File: src/rtl/mab_seq_mux.sv
`default_nettype none
// ============================================================================
//  Module   : mab_seq_mux
//  Brief    : Registered memory-address-bus source selector with wait-state
//             sequencing, auto-increment and access-complete handshake.
//             Optional build macro MAB_WORD_ALIGN_EN forces word alignment.
//  Revision : 1.0 - initial release
// ============================================================================
module mab_seq_mux #(
    parameter int               WIDTH      = 16,
    parameter int               NSRC       = 5,
    parameter int               WAIT_CYC   = 0,
    parameter int               INC_STEP   = 2,
    parameter logic [WIDTH-1:0] RESET_ADDR = 16'hFFFE,
    localparam int              SELW       = $clog2(NSRC)
) (
    input  logic                  MCLK,
    input  logic                  RST_n,
    input  logic [NSRC*WIDTH-1:0] SRC_FLAT,
    input  logic [SELW-1:0]       MAB_SEL,
    input  logic                  MAB_REQ,
    input  logic                  MAB_INC,
    input  logic                  MEM_RDY,
    output logic [WIDTH-1:0]      MAB_out,
    output logic                  MAB_VALID,
    output logic                  MAB_BUSY,
    output logic                  MAB_ACK,
    output logic                  MAB_ERR
);

    localparam int               c_nslot    = 1 << SELW;
    localparam logic [SELW:0]    c_nsrc     = (SELW+1)'(NSRC);
    localparam logic [WIDTH-1:0] c_inc      = WIDTH'(INC_STEP);
    localparam logic [3:0]       c_wait_cyc = 4'(WAIT_CYC);

    localparam logic [1:0] c_st_idle  = 2'd0;
    localparam logic [1:0] c_st_wait  = 2'd1;
    localparam logic [1:0] c_st_ready = 2'd2;

    logic [1:0]       r_state;
    logic [3:0]       r_cnt;
    logic [WIDTH-1:0] r_addr;
    logic             r_err;

    logic [WIDTH-1:0] w_src [c_nslot];
    logic [WIDTH-1:0] w_sel_src;
    logic [WIDTH-1:0] w_raw_addr;
    logic [WIDTH-1:0] w_next_addr;
    logic             w_sel_ok;
    logic             w_misalign;
    logic             w_ack;
    logic             w_open;
    logic             w_accept;
    logic             w_err;

    // Unused select codes map to zero so the mux never indexes out of range.
    generate
        for (genvar gi = 0; gi < c_nslot; gi++) begin : g_src
            if (gi < NSRC) begin : g_used
                assign w_src[gi] = SRC_FLAT[WIDTH*gi +: WIDTH];
            end else begin : g_pad
                assign w_src[gi] = '0;
            end
        end
    endgenerate

    assign w_sel_ok   = ({1'b0, MAB_SEL} < c_nsrc);
    assign w_sel_src  = w_src[MAB_SEL];
    assign w_raw_addr = MAB_REQ ? w_sel_src : (r_addr + c_inc);

`ifdef MAB_WORD_ALIGN_EN
    assign w_next_addr = {w_raw_addr[WIDTH-1:1], 1'b0};
    assign w_misalign  = MAB_REQ && w_sel_ok && w_sel_src[0];
`else
    assign w_next_addr = w_raw_addr;
    assign w_misalign  = 1'b0;
`endif

    // A new access may start when idle, or on the completing cycle of the current one.
    assign w_ack    = (r_state == c_st_ready) && MEM_RDY;
    assign w_open   = (r_state == c_st_idle) || w_ack;
    assign w_accept = w_open && (MAB_REQ ? w_sel_ok : MAB_INC);
    assign w_err    = w_open && ((MAB_REQ && !w_sel_ok) || w_misalign);

    always_ff @(posedge MCLK or negedge RST_n) begin
        if (!RST_n) begin
            r_state <= c_st_idle;
            r_cnt   <= 4'd0;
            r_addr  <= RESET_ADDR;
            r_err   <= 1'b0;
        end else begin
            r_err <= w_err;
            if (w_accept) begin
                r_addr <= w_next_addr;
                if (c_wait_cyc != 4'd0) begin
                    r_state <= c_st_wait;
                    r_cnt   <= c_wait_cyc;
                end else begin
                    r_state <= c_st_ready;
                    r_cnt   <= 4'd0;
                end
            end else begin
                case (r_state)
                    c_st_wait: begin
                        if (r_cnt <= 4'd1) begin
                            r_state <= c_st_ready;
                            r_cnt   <= 4'd0;
                        end else begin
                            r_cnt <= r_cnt - 4'd1;
                        end
                    end
                    c_st_ready: begin
                        if (MEM_RDY) begin
                            r_state <= c_st_idle;
                        end
                    end
                    default: begin
                        r_state <= c_st_idle;
                        r_cnt   <= 4'd0;
                    end
                endcase
            end
        end
    end

    assign MAB_out   = r_addr;
    assign MAB_VALID = (r_state != c_st_idle);
    assign MAB_ACK   = w_ack;
    assign MAB_BUSY  = (r_state != c_st_idle) && !w_ack;
    assign MAB_ERR   = r_err;

endmodule
`default_nettype wire

File: config.mk
export PLATFORM = sky130hd
export DESIGN_NAME = mab_seq_mux
export DESIGN_NICKNAME = d
export VERILOG_FILES = /design/src/rtl/mab_seq_mux.sv
export SDC_FILE = /design/constraint.sdc
export NUM_CORES = 1
export LEC_CHECK = 0
export BUFFER_PORTS_ARGS = -buffer_cell sky130_fd_sc_hd__clkbuf_2
export CORE_MARGIN = 2
export CORE_UTILIZATION = 49
export CTS_BUF_LIST = sky130_fd_sc_hd__clkbuf_2
export DETAILED_ROUTE_END_ITERATION = 10
export PLACE_DENSITY = 0.89
export SYNTH_ARGS = -nofsm -noshare
export SYNTH_HDL_FRONTEND = slang
export SYNTH_SLANG_ARGS = --single-unit
File: constraint.sdc
create_clock -name MCLK -period 3.5 [get_ports MCLK]
set_input_delay 0.35 -clock MCLK [delete_from_list [all_inputs] [get_ports MCLK]]
set_output_delay 0.35 -clock MCLK [all_outputs]
set_load 0.01 [all_outputs]
After elaboration in Yosys (flattened, before gate mapping):

Index checks and enable logic that the tools add are counted.

* logic and storage cells: 38
* register bits: 23
* input bits: 88
* output and inout bits: 20

* mux-type cells: 12
* reductions and logical operators: 11
* add/sub/neg operators: 2
* order comparisons: 3
* bitwise logic cells: 1
* equal/unequal tests: 5

Operators by type and width (number)
* $bmux W16 S3: 1
* $mux W16: 3
* $add A16 B2 Y16 const B: 1
* $mux W4: 2
* $pmux W4 S2: 1
* $mux W2: 3
* $ne A3 B3 Y1 const B: 2
* $logic_and A1 B1 Y1: 5
* $ge A4 B4 Y1 const B: 1
* $le A4 B1 Y1 const B: 1
* $not A3 Y4: 1
* $pmux W2 S2: 1
* $sub A4 B1 Y4 const B: 1
* $lt A3 B3 Y1 const B: 1
* $eq A2 B1 Y1 const B: 1
* $eq A2 B2 Y1 const B: 1
* $logic_not A1 Y1: 2
* $logic_not A2 Y1: 1
* $ne A2 B2 Y1 const B: 1
* $reduce_and A2 Y1: 1
* $reduce_bool A2 Y1: 1
* $logic_or A1 B1 Y1: 1
* $mux W1: 1

Longest topological paths before layout:

* depth after elaboration: 6
* depth in mapped cells: 7

Worst setup path after synthesis:

Ideal clock, no wire load.

* kind: reg-to-reg
* start: register r_addr[1], in the netlist MAB_out[1]
* end: register r_addr[15], in the netlist MAB_out[15]
* arrival: 1558 ps
* path slack: 1845 ps
* path buffers: 0
* required time: 3403 ps
* setup time: 97 ps
* cell stages (with the launch flop): 6
* cell sequence: dfstp_2 -> ha_1 -> nand3_1 -> nor4_1 -> nor3_1 -> nor4_1

* cells in the longest elaborated chain, start to end: 2

Ends and longest elaborated chain
* start: declaration: RTL line 42 `logic [WIDTH-1:0] r_addr;`
* start signal: assignment: RTL line 94 `r_addr <= w_next_addr;`
* $add A16 B2 Y16: RTL line 69 `assign w_raw_addr = MAB_REQ ? w_sel_src : (r_addr + c_inc);`
* $mux W16: RTL line 69

Every way passes these cells.
A chain may end at the register's enable or synchronous reset.

Worst setup path in the final report:

* start: register r_addr[2], in the netlist MAB_out[2]
* end: register r_addr[15], in the netlist MAB_out[15]

Same word-level chain as after synthesis.

==> summary.md <==
| Metric | Value |
|---|---|
| Status | finished clean |
| Worst hold path depth | 3 |
| Cell area after synthesis | 1810 um^2 |
| DRT iter0 DRCs | 124 |
| Post-Route Utilization | 64.5% |
| Nets | 386 |
| F_max | 535 MHz |
| Most frequent cells in the layout | clkbuf_2, mux2i_1, dfstp_2, o22ai_1, o21ai_0 |
| Post-synth EDFFs | 0 |
| Commonest non-fill, non-tap cell in the layout | clkbuf_2 |
| Cells after Synth | 199 |
| Period utilization | 53.4% |
| Vias per cell | 6.01 |
| Final worst path period need | 1.87 ns |
| Least-Margin Pin Slew | 0.637 ns |
| Drt first pass iters | 4 |
| Hold Path Sink | MAB_out[11] |
| DRC viols | 0 |
| Clock skew | 0.0106 ns |
| Fraction of registers with async set/reset | 100% |
| Post-route cell area | 2330 um^2 |
| Clk root buf | clkbuf_2 |
| Grt ovf | 0 |
| # Post-CTS Setup Buffers | 0 |
| Die H | 64.7 um |
| Distinct cell type count after synthesis | 50 |
| Final Hold Viols | 0 |
| Num CTS Buffers | 3 |
| First-pass GRT wire length | 8.69 mm |
| Hpwl dp | 4.23 mm |
| R2r endpoint | MAB_out[15] |
| CTS max path bufs | 2 |
| RSZ-0062 raised after global routing | false |
| Rel. slew slack | 57.5% |
| All-Layer GR Usage | 26.3% |
| Cts repair resizes | 0 |
| Die area | 4190 um^2 |
| Flops & latches, synth | 18 |
| Antenna violations before repair | 0 |
| Worst-Skew Late Latency | 0.31 ns |
| LEAKAGE | 0.00111 uW |
| Reg2Reg Depth | 5 |
| Worst Slack Setup Final | 1.63 ns |
| Rows | 22 |
| Mean area per synthesized cell | 9.07 um^2 |
| Horiz. Die Dim | 64.7 um |
| Initial Utilization | 50.1% |
| Avg WL per Cell | 15.3 um |
| Core Area | 3610 um^2 |
| CTS clk-pin slew, worst paths | 0.18 ns |
| H-tree depth | 1 |
| Peak supply drop | 0.000213 V |
| Setup CP Type | reg -> reg |
| Seq/Total Area, Yosys | 26.0% |
| Clock tree sinks | 18 |
| Number of synthesis warnings | 0 |
| Share of cells above drive strength 1 | 48.0% |
| Top post-synthesis cells by area | dfstp_2, mux2i_1, o22ai_1 |
| Cell Area, Placed | 2300 um^2 |
| PD cells | 347 nW/um^2 |
| Max-slew violations | 0 |
| Most area-hungry cell type in the Yosys netlist | dfstp_2 |
| Top cell type's share of synthesized area | 21.8% |
| Worst min-delay path class | in -> reg |
| Layout area overhead | 28.8% |
| Setup TNS | 0 ns |
| Number of global-route vias before repair | 1995 |
| Crit path max fanout | 6 |
| # diodes | 0 |
| IO Pins | 108 |
| Ys flop type | dfstp_2 |
| Worst Setup Start Kind | flip-flop |
| Reg-to-reg startpoint | MAB_out[2] |
| HP Start | SRC_FLAT[27] |
| Flop2flop setup slack | 1.63 ns |
| WL final | 5.28 mm |
| Total number of vias | 2067 |
| Gpl congestion | 0.863 |
| CTS tree | yes |
| Syn_nets | 288 |
| Routed Antenna Nets | 0 |
| Post-Place Setup Slack | 1.39 ns |
| Worst EP required | 3.73 ns |
| Largest net degree at the start of global routing | 32 |
| Max-cap violation count | 0 |
| Count of final setup violators | 0 |
| Crit path DAT | 2.10 ns |
| Fill count | 325 |
| Crit end category | flip-flop |
| # port buffers | 107 |
flip-flops by register name, summed over array words and instances, names as in the netlist:
name / cells
MAB_out: 16
MAB_ERR: 1
r_state: 1
worst max-delay path: stages, from the launching register on:
cell,delay [ns]
dfstp_2,0.62
ha_1,0.22
nand3_1,0.20
nor4_1,0.40
nor3_1,0.08
nor4_1,0.26
repair_timing:
item                                    4_1_cts  5_1_grt
endpoints found under the hold margin         3        0
hold buffers                                  1        0
endpoints found under the setup margin        0        0
cells in the mapped netlist, types with 6 or more instances:
library cell	n
o21ai_0	11
a221o_1	6
nor2_1	7
dfstp_2	15
o22ai_1	13
nand3_1	6
inv_1	6
a2bb2oi_1	7
mux2_2	7
nand2_1	7
and3_1	6
mux2i_1	17
nand4_1	8
area by class of cell:
cell class / instances / area, um^2 / area share, %
multi-input cells: 159 / 1200 / 51.7
well taps: 48 / 60.1 / 2.58
repair buffers: 109 / 553 / 23.8
inverters: 6 / 22.5 / 0.968
clock buffers: 3 / 15.0 / 0.646
clock inverters: 1 / 3.75 / 0.161
flip-flops and latches: 18 / 469 / 20.2
power breakdown:
part	switching, uW	internal [uW]	total (uW)
sequential	80.1	292	372
clock	66.6	24.8	91.4
combinational	166	178	344
total	313	495	808
metrics by stage:
step           total power, uW  cells  hold slack (ns)
2_1_floorplan              572    199           0.0544
3_3_place_gp               706    339            0.311
3_5_place_dp               717    339            0.319
4_1_cts                    811    344            0.299
5_1_grt                    867    344            0.273
6_report                   808    344            0.300
worst max-delay path by stage:
stage                    start          end  slack [ns]  cells past startpoint
floorplan           MAB_out[1]  MAB_out[15]        1.85                      5
finish              MAB_out[2]  MAB_out[15]        1.63                      5
CTS                 MAB_out[1]  MAB_out[15]        1.62                      5
global placement    MAB_SEL[2]   MAB_out[4]        1.46                      5
detailed placement  MAB_SEL[2]   MAB_out[4]        1.39                      5
global route        r_state[1]   MAB_out[5]        1.46                      4
per-layer routing:
metal | vias up | part of all wire [%] | global-route usage, %
li1 | 986 | - | -
met2 | 117 | 49 | 46.0
met1 | 943 | 38 | 30.6
met4 | 0 | 3.9 | 12.0
met3 | 21 | 8.8 | 5.73
met5 | - | 0 | 0
cells by family after synthesis:
kind of cell	count (synthesis)	share of synthesized area [%]
multiplexers	29	19.2
AND/OR/NAND/NOR	65	20.9
adder cells (fa/ha/maj)	1	0.693
AO/OA/AOI/OAI	64	25.8
flip-flops	18	26.0
buffers and inverters	22	7.41
Power figures use the tool's default switching activity.
